`src/rtl/hazard_scoreboard.sv`:
```
// hazard_scoreboard: in-flight write scoreboard between ID and RF write-back.
// Produces the ID stall and registered EXE forwarding selects.
module hazard_scoreboard #(
  parameter int REG_FILE_ADDR_LEN = 5,
  parameter int PIPE_DEPTH        = 3,
  parameter int ALU_READY         = 2,
  parameter int LOAD_READY        = 3,
  parameter int STALL_CNT_LEN     = 16,
  localparam int SEL_W            = $clog2(PIPE_DEPTH + 1)
) (
  input  logic                         clk,
  input  logic                         rst,
  input  logic                         forward_EN,
  input  logic                         issue_valid,
  input  logic [REG_FILE_ADDR_LEN-1:0] src1_ID,
  input  logic                         src1_used,
  input  logic [REG_FILE_ADDR_LEN-1:0] src2_ID,
  input  logic                         src2_used,
  input  logic [REG_FILE_ADDR_LEN-1:0] dest_ID,
  input  logic                         WB_EN_ID,
  input  logic                         MEM_R_EN_ID,
  output logic                         hazard_detected,
  output logic [SEL_W-1:0]             val1_sel,
  output logic [SEL_W-1:0]             val2_sel,
  output logic [STALL_CNT_LEN-1:0]     stall_cycles
);

  logic [PIPE_DEPTH:1]          vld_q;
  logic [PIPE_DEPTH:1]          ld_q;
  logic [REG_FILE_ADDR_LEN-1:0] dst_q [PIPE_DEPTH:1];

  logic [SEL_W-1:0]         sel1_q, sel2_q;
  logic [STALL_CNT_LEN-1:0] stall_q;

  logic [REG_FILE_ADDR_LEN-1:0] src_c  [2];
  logic [1:0]                   used_c;
  logic [1:0]                   haz_c;
  logic [SEL_W-1:0]             sel_c  [2];

  assign src_c[0]  = src1_ID;
  assign src_c[1]  = src2_ID;
  assign used_c[0] = src1_used;
  assign used_c[1] = src2_used;

  // Youngest-match lookup per source; decide forward slot or stall.
  always_comb begin : lookup
    int   hk;
    logic hit;
    logic hld;
    haz_c    = '0;
    sel_c[0] = '0;
    sel_c[1] = '0;
    for (int s = 0; s < 2; s++) begin
      hit = 1'b0;
      hk  = 0;
      hld = 1'b0;
      // Scan oldest to youngest so the lowest slot wins.
      for (int k = PIPE_DEPTH; k >= 1; k--) begin
        if (vld_q[k] && (dst_q[k] == src_c[s])) begin
          hit = 1'b1;
          hk  = k;
          hld = ld_q[k];
        end
      end
      if (issue_valid && used_c[s] && (src_c[s] != '0) &&
          hit && (hk != PIPE_DEPTH)) begin
        if (forward_EN &&
            ((hk + 1) >= (hld ? LOAD_READY : ALU_READY)))
          sel_c[s] = SEL_W'(hk + 1);
        else
          haz_c[s] = 1'b1;
      end
    end
  end

  assign hazard_detected = (|haz_c) & ~rst;

  // Shift scoreboard, register selects, count stall cycles.
  always_ff @(posedge clk) begin
    if (rst) begin
      vld_q   <= '0;
      ld_q    <= '0;
      sel1_q  <= '0;
      sel2_q  <= '0;
      stall_q <= '0;
      for (int k = 1; k <= PIPE_DEPTH; k++)
        dst_q[k] <= '0;
    end else begin
      vld_q[1] <= issue_valid & WB_EN_ID &
                  (dest_ID != '0) & ~hazard_detected;
      dst_q[1] <= dest_ID;
      ld_q[1]  <= MEM_R_EN_ID;
      for (int k = 2; k <= PIPE_DEPTH; k++) begin
        vld_q[k] <= vld_q[k-1];
        dst_q[k] <= dst_q[k-1];
        ld_q[k]  <= ld_q[k-1];
      end
      if (issue_valid && !hazard_detected) begin
        sel1_q <= sel_c[0];
        sel2_q <= sel_c[1];
      end else begin
        sel1_q <= '0;
        sel2_q <= '0;
      end
      if (hazard_detected && !(&stall_q))
        stall_q <= stall_q + 1'b1;
    end
  end

  assign val1_sel     = sel1_q;
  assign val2_sel     = sel2_q;
  assign stall_cycles = stall_q;

endmodule

```
`config.mk`:
```
export PLATFORM = sky130hd
export DESIGN_NAME = hazard_scoreboard
export DESIGN_NICKNAME = d
export VERILOG_FILES = /design/src/rtl/hazard_scoreboard.sv
export SDC_FILE = /design/constraint.sdc
export NUM_CORES = 1
export LEC_CHECK = 0
export BUFFER_PORTS_ARGS = -buffer_cell sky130_fd_sc_hd__buf_2
export CAP_MARGIN = 20
export CORE_MARGIN = 3
export CORE_UTILIZATION = 58
export DETAILED_ROUTE_END_ITERATION = 8
export GPL_TIMING_DRIVEN = 1
export MAX_ROUTING_LAYER = met4
export PLACE_DENSITY = 0.89
export SYNTH_ARGS = -nofsm -noshare
export SYNTH_HDL_FRONTEND = slang
export SYNTH_SLANG_ARGS = --single-unit
```
`constraint.sdc`:
```
create_clock -name clk -period 10.9 [get_ports clk]
set_input_delay 2.18 -clock clk [delete_from_list [all_inputs] [get_ports clk]]
set_output_delay 2.18 -clock clk [all_outputs]
set_load 0.01 [all_outputs]
```
==> results.md <==
- Longest Clk Path Bufs: 2
- Final hold vios: 0
- IO Pins: 44
- TritonCTS Buffers: 5
- Leakage power: 0.00104 µW
- Met1 Wirelength: 2120 µm
- Synthesized flop and latch total: 41
- RSZ-0062 raised after global routing: false
- Place WS: 3740 ps
- CP startpoint kind: input pin
- Cell depth of the worst hold path: 2
- Largest net degree at the start of global routing: 39
- Min-Delay Path Class: reg2reg
- Placed cell count: 315
- CTS tree: done
- Vias in the first global route: 1639
- CTS root buffer: clkbuf_4
- First-pass GRT wire length: 7410 µm
- CP Capture Type: output port
- Met3 WL: 219 µm
- Worst endpoint required time: 8720 ps
- RePlAce Congestion: 0.954
- 1st-pass router iterations: 4
- Max Slew Vio Count: 0
- DRT iter0 DRCs: 138
- Logic pwr share: 0.092
- Sw Ratio: 0.263
- Slew margin rel.: 0.380
- Die Y: 66.1 µm
- Final setup fails: 0
- Initial antenna violation count: 0
- Number of fill cells in the layout: 283
- PortBufs: 43
- Setup CP Type: in2out
- Core Area: 3420 µm²
- Resized Gates After CTS: 0
- Status: completed
- Sequential share of power: 0.610
- Clk_lat worst skew: 350 ps
- Die ar.: 4360 µm²
- Internal power: 189 µW
- Setup TNS: 0 ps
- Warnings from Yosys: 0
- Mapped Nets: 262
- Non-Filler Instances: 323
- Routed WL: 4440 µm
- Routed len/inst: 13.7 µm
- Setup bufs post-CTS: 0
- # clock sinks: 41
- Crit path DAT: 5000 ps
- Crit-path max FO: 5
- GR Overflow Total: 0
- Net Switching: 67.1 µW
- Hold_buf cts: 0
- Fin worst setup slack: 3720 ps
- Worst-path clk slew: 120 ps
- Worst Clk Skew: 15.4 ps
- Share of cells above drive strength 1: 0.209
- Max VDD drop: 0.0000820 V
- Clock Power Share: 0.298
- Tcrit/Tclk final: 0.659
- Mean post-synth cell area: 8.94 µm²
- Least-Margin Pin Slew: 930 ps
- Detailed Place HPWL: 3390 µm
- Detail Route Antenna Nets: 0
- DR WL met2: 2040 µm
- Die width: 66.1 µm
- Starting Density: 0.612
- Vias/cell: 5.59
- Reg2reg path depth: 14
- Highest metal used: met4
- CTS H-tree lvls: 2
- Post-synthesis sequential area ratio: 0.392
- Fin crit period: 7180 ps
- N_diodes: 0
- Vias: 1807
- Yosys cell types: 39
- DRC: 0
- Cell count after synthesis: 234
- Pwr dens: 108 nW/µm²
- Max cap viols: 0
- Cell Area, Synth: 2090 µm²
- Layout Nets: 304
- GR Util All Layers: 0.224
- Area grow syn2layout: 13.6%
- Max Freq: 139 MHz
- Rows: 21
critical path: stages:
cell and delay, ps:
buf_2 150, xor2_1 150, nor4_1 450, and3_1 260, nand2_1 80, o22ai_1 110, mux2_2 160, ha_1 210
nand2b_1 140, a21oi_1 200, nor2_1 70, a311oi_2 310, or2_1 240, nor2b_1 160, buf_2 150
registers in the layout, summed over array words and instances, names as in the netlist:
register      cells
dst_q            15
ld_q              3
stall_cycles     16
val1_sel          2
val2_sel          2
vld_q             3
power by group through the flow:
stage / clock network, µW / logic, µW / registers (µW)
detailed placement: 0 / 23.3 / 159
global route: 83.9 / 26.0 / 156
floorplan: 0 / 14.4 / 158
global placement: 0 / 22.8 / 159
finish: 76.3 / 23.5 / 156
CTS: 78.1 / 23.4 / 156
per-stage QoR:
stage,cell area [µm²],utilization,hold slack (ps),total power (µW)
after floorplan,2090,-,431,173
after global placement,2320,0.679,452,182
after detailed placement,2320,0.679,478,183
after CTS,2380,0.696,496,257
after global routing,2380,0.696,522,266
final,2380,0.696,487,256
cells in the final DEF, fill, tap and decap left out, drive strengths merged, types with 2 or more instances in the layout:
cell / count
and3: 8
clkbuf: 6
nand2b: 4
buf: 43
a21oi: 18
nand3: 11
dfxtp: 41
or4: 3
nor4: 6
mux2: 2
xnor2: 6
nor2: 10
o21ai: 15
xor2: 25
clkinvlp: 2
or3: 14
nor3: 2
inv: 6
nand2: 13
o311a: 3
nor2b: 20
ha: 5
and4: 2
path summary, 6_finish.rpt:
| check | slack [ps] | endpoint | startpoint |
|---|---|---|---|
| min reg2reg | 490 | ld_q[3] | ld_q[2] |
| max reg2reg | 7370 | stall_cycles[5] | dst_q[0][15] |
| min | 490 | ld_q[3] | ld_q[2] |
| max | 3720 | hazard_detected | src1_ID[0] |
final cells by class:
type	instances	area, µm²	share of cell area
inverters	6	22.5	0.00948
well taps	46	57.6	0.0242
clock inverters	2	15.0	0.00632
multi-input cells	179	1200	0.507
repair buffers	43	215	0.0906
flip-flops and latches	41	821	0.345
clock buffers	6	41.3	0.0174
cell families (layout without fill, tap and decap cells):
family,after synthesis,count (layout),share of synthesized area
AO/OA/AOI/OAI,43,43,0.126
XOR/XNOR,31,31,0.130
adder cells (fa/ha/maj),5,5,0.0299
buffers and inverters,14,57,0.0323
flip-flops,41,41,0.392
multiplexers,2,2,0.0108
AND/OR/NAND/NOR,98,98,0.279
routing by layer:
| layer | GRT usage | vias to the layer above |
|---|---|---|
| li1 | - | 912 |
| met1 | 0.301 | 839 |
| met3 | 0.0493 | 9 |
| met5 | - | - |
| met2 | 0.335 | 47 |
| met4 | 0.0736 | 0 |
cells in the mapped netlist (all sizes together):
cell type | n | area share
or4 | 3 | 0.011
inv | 6 | 0.011
and2 | 1 | 0.0030
o311a | 3 | 0.014
and4 | 2 | 0.0084
xnor2 | 6 | 0.025
o2111ai | 1 | 0.0042
nor2 | 10 | 0.018
or3 | 14 | 0.042
o31a | 1 | 0.0042
and3 | 8 | 0.024
or2 | 1 | 0.0030
nor2b | 20 | 0.060
buf | 3 | 0.013
nand2b | 4 | 0.012
xor2 | 25 | 0.10
nor4 | 6 | 0.028
o22ai | 1 | 0.0030
ha | 5 | 0.030
nor3 | 2 | 0.0048
a311oi | 1 | 0.0072
nand4 | 1 | 0.0030
o21ai | 15 | 0.038
a41o | 1 | 0.0048
a21o | 1 | 0.0036
clkbuf | 5 | 0.0090
nand2 | 13 | 0.023
o31ai | 1 | 0.0036
dfxtp | 41 | 0.39
a21oi | 18 | 0.043
and4b | 1 | 0.0048
nand3 | 11 | 0.029
mux2 | 2 | 0.011
nor3b | 1 | 0.0060
No activity file was read; power rests on OpenSTA's default activity.
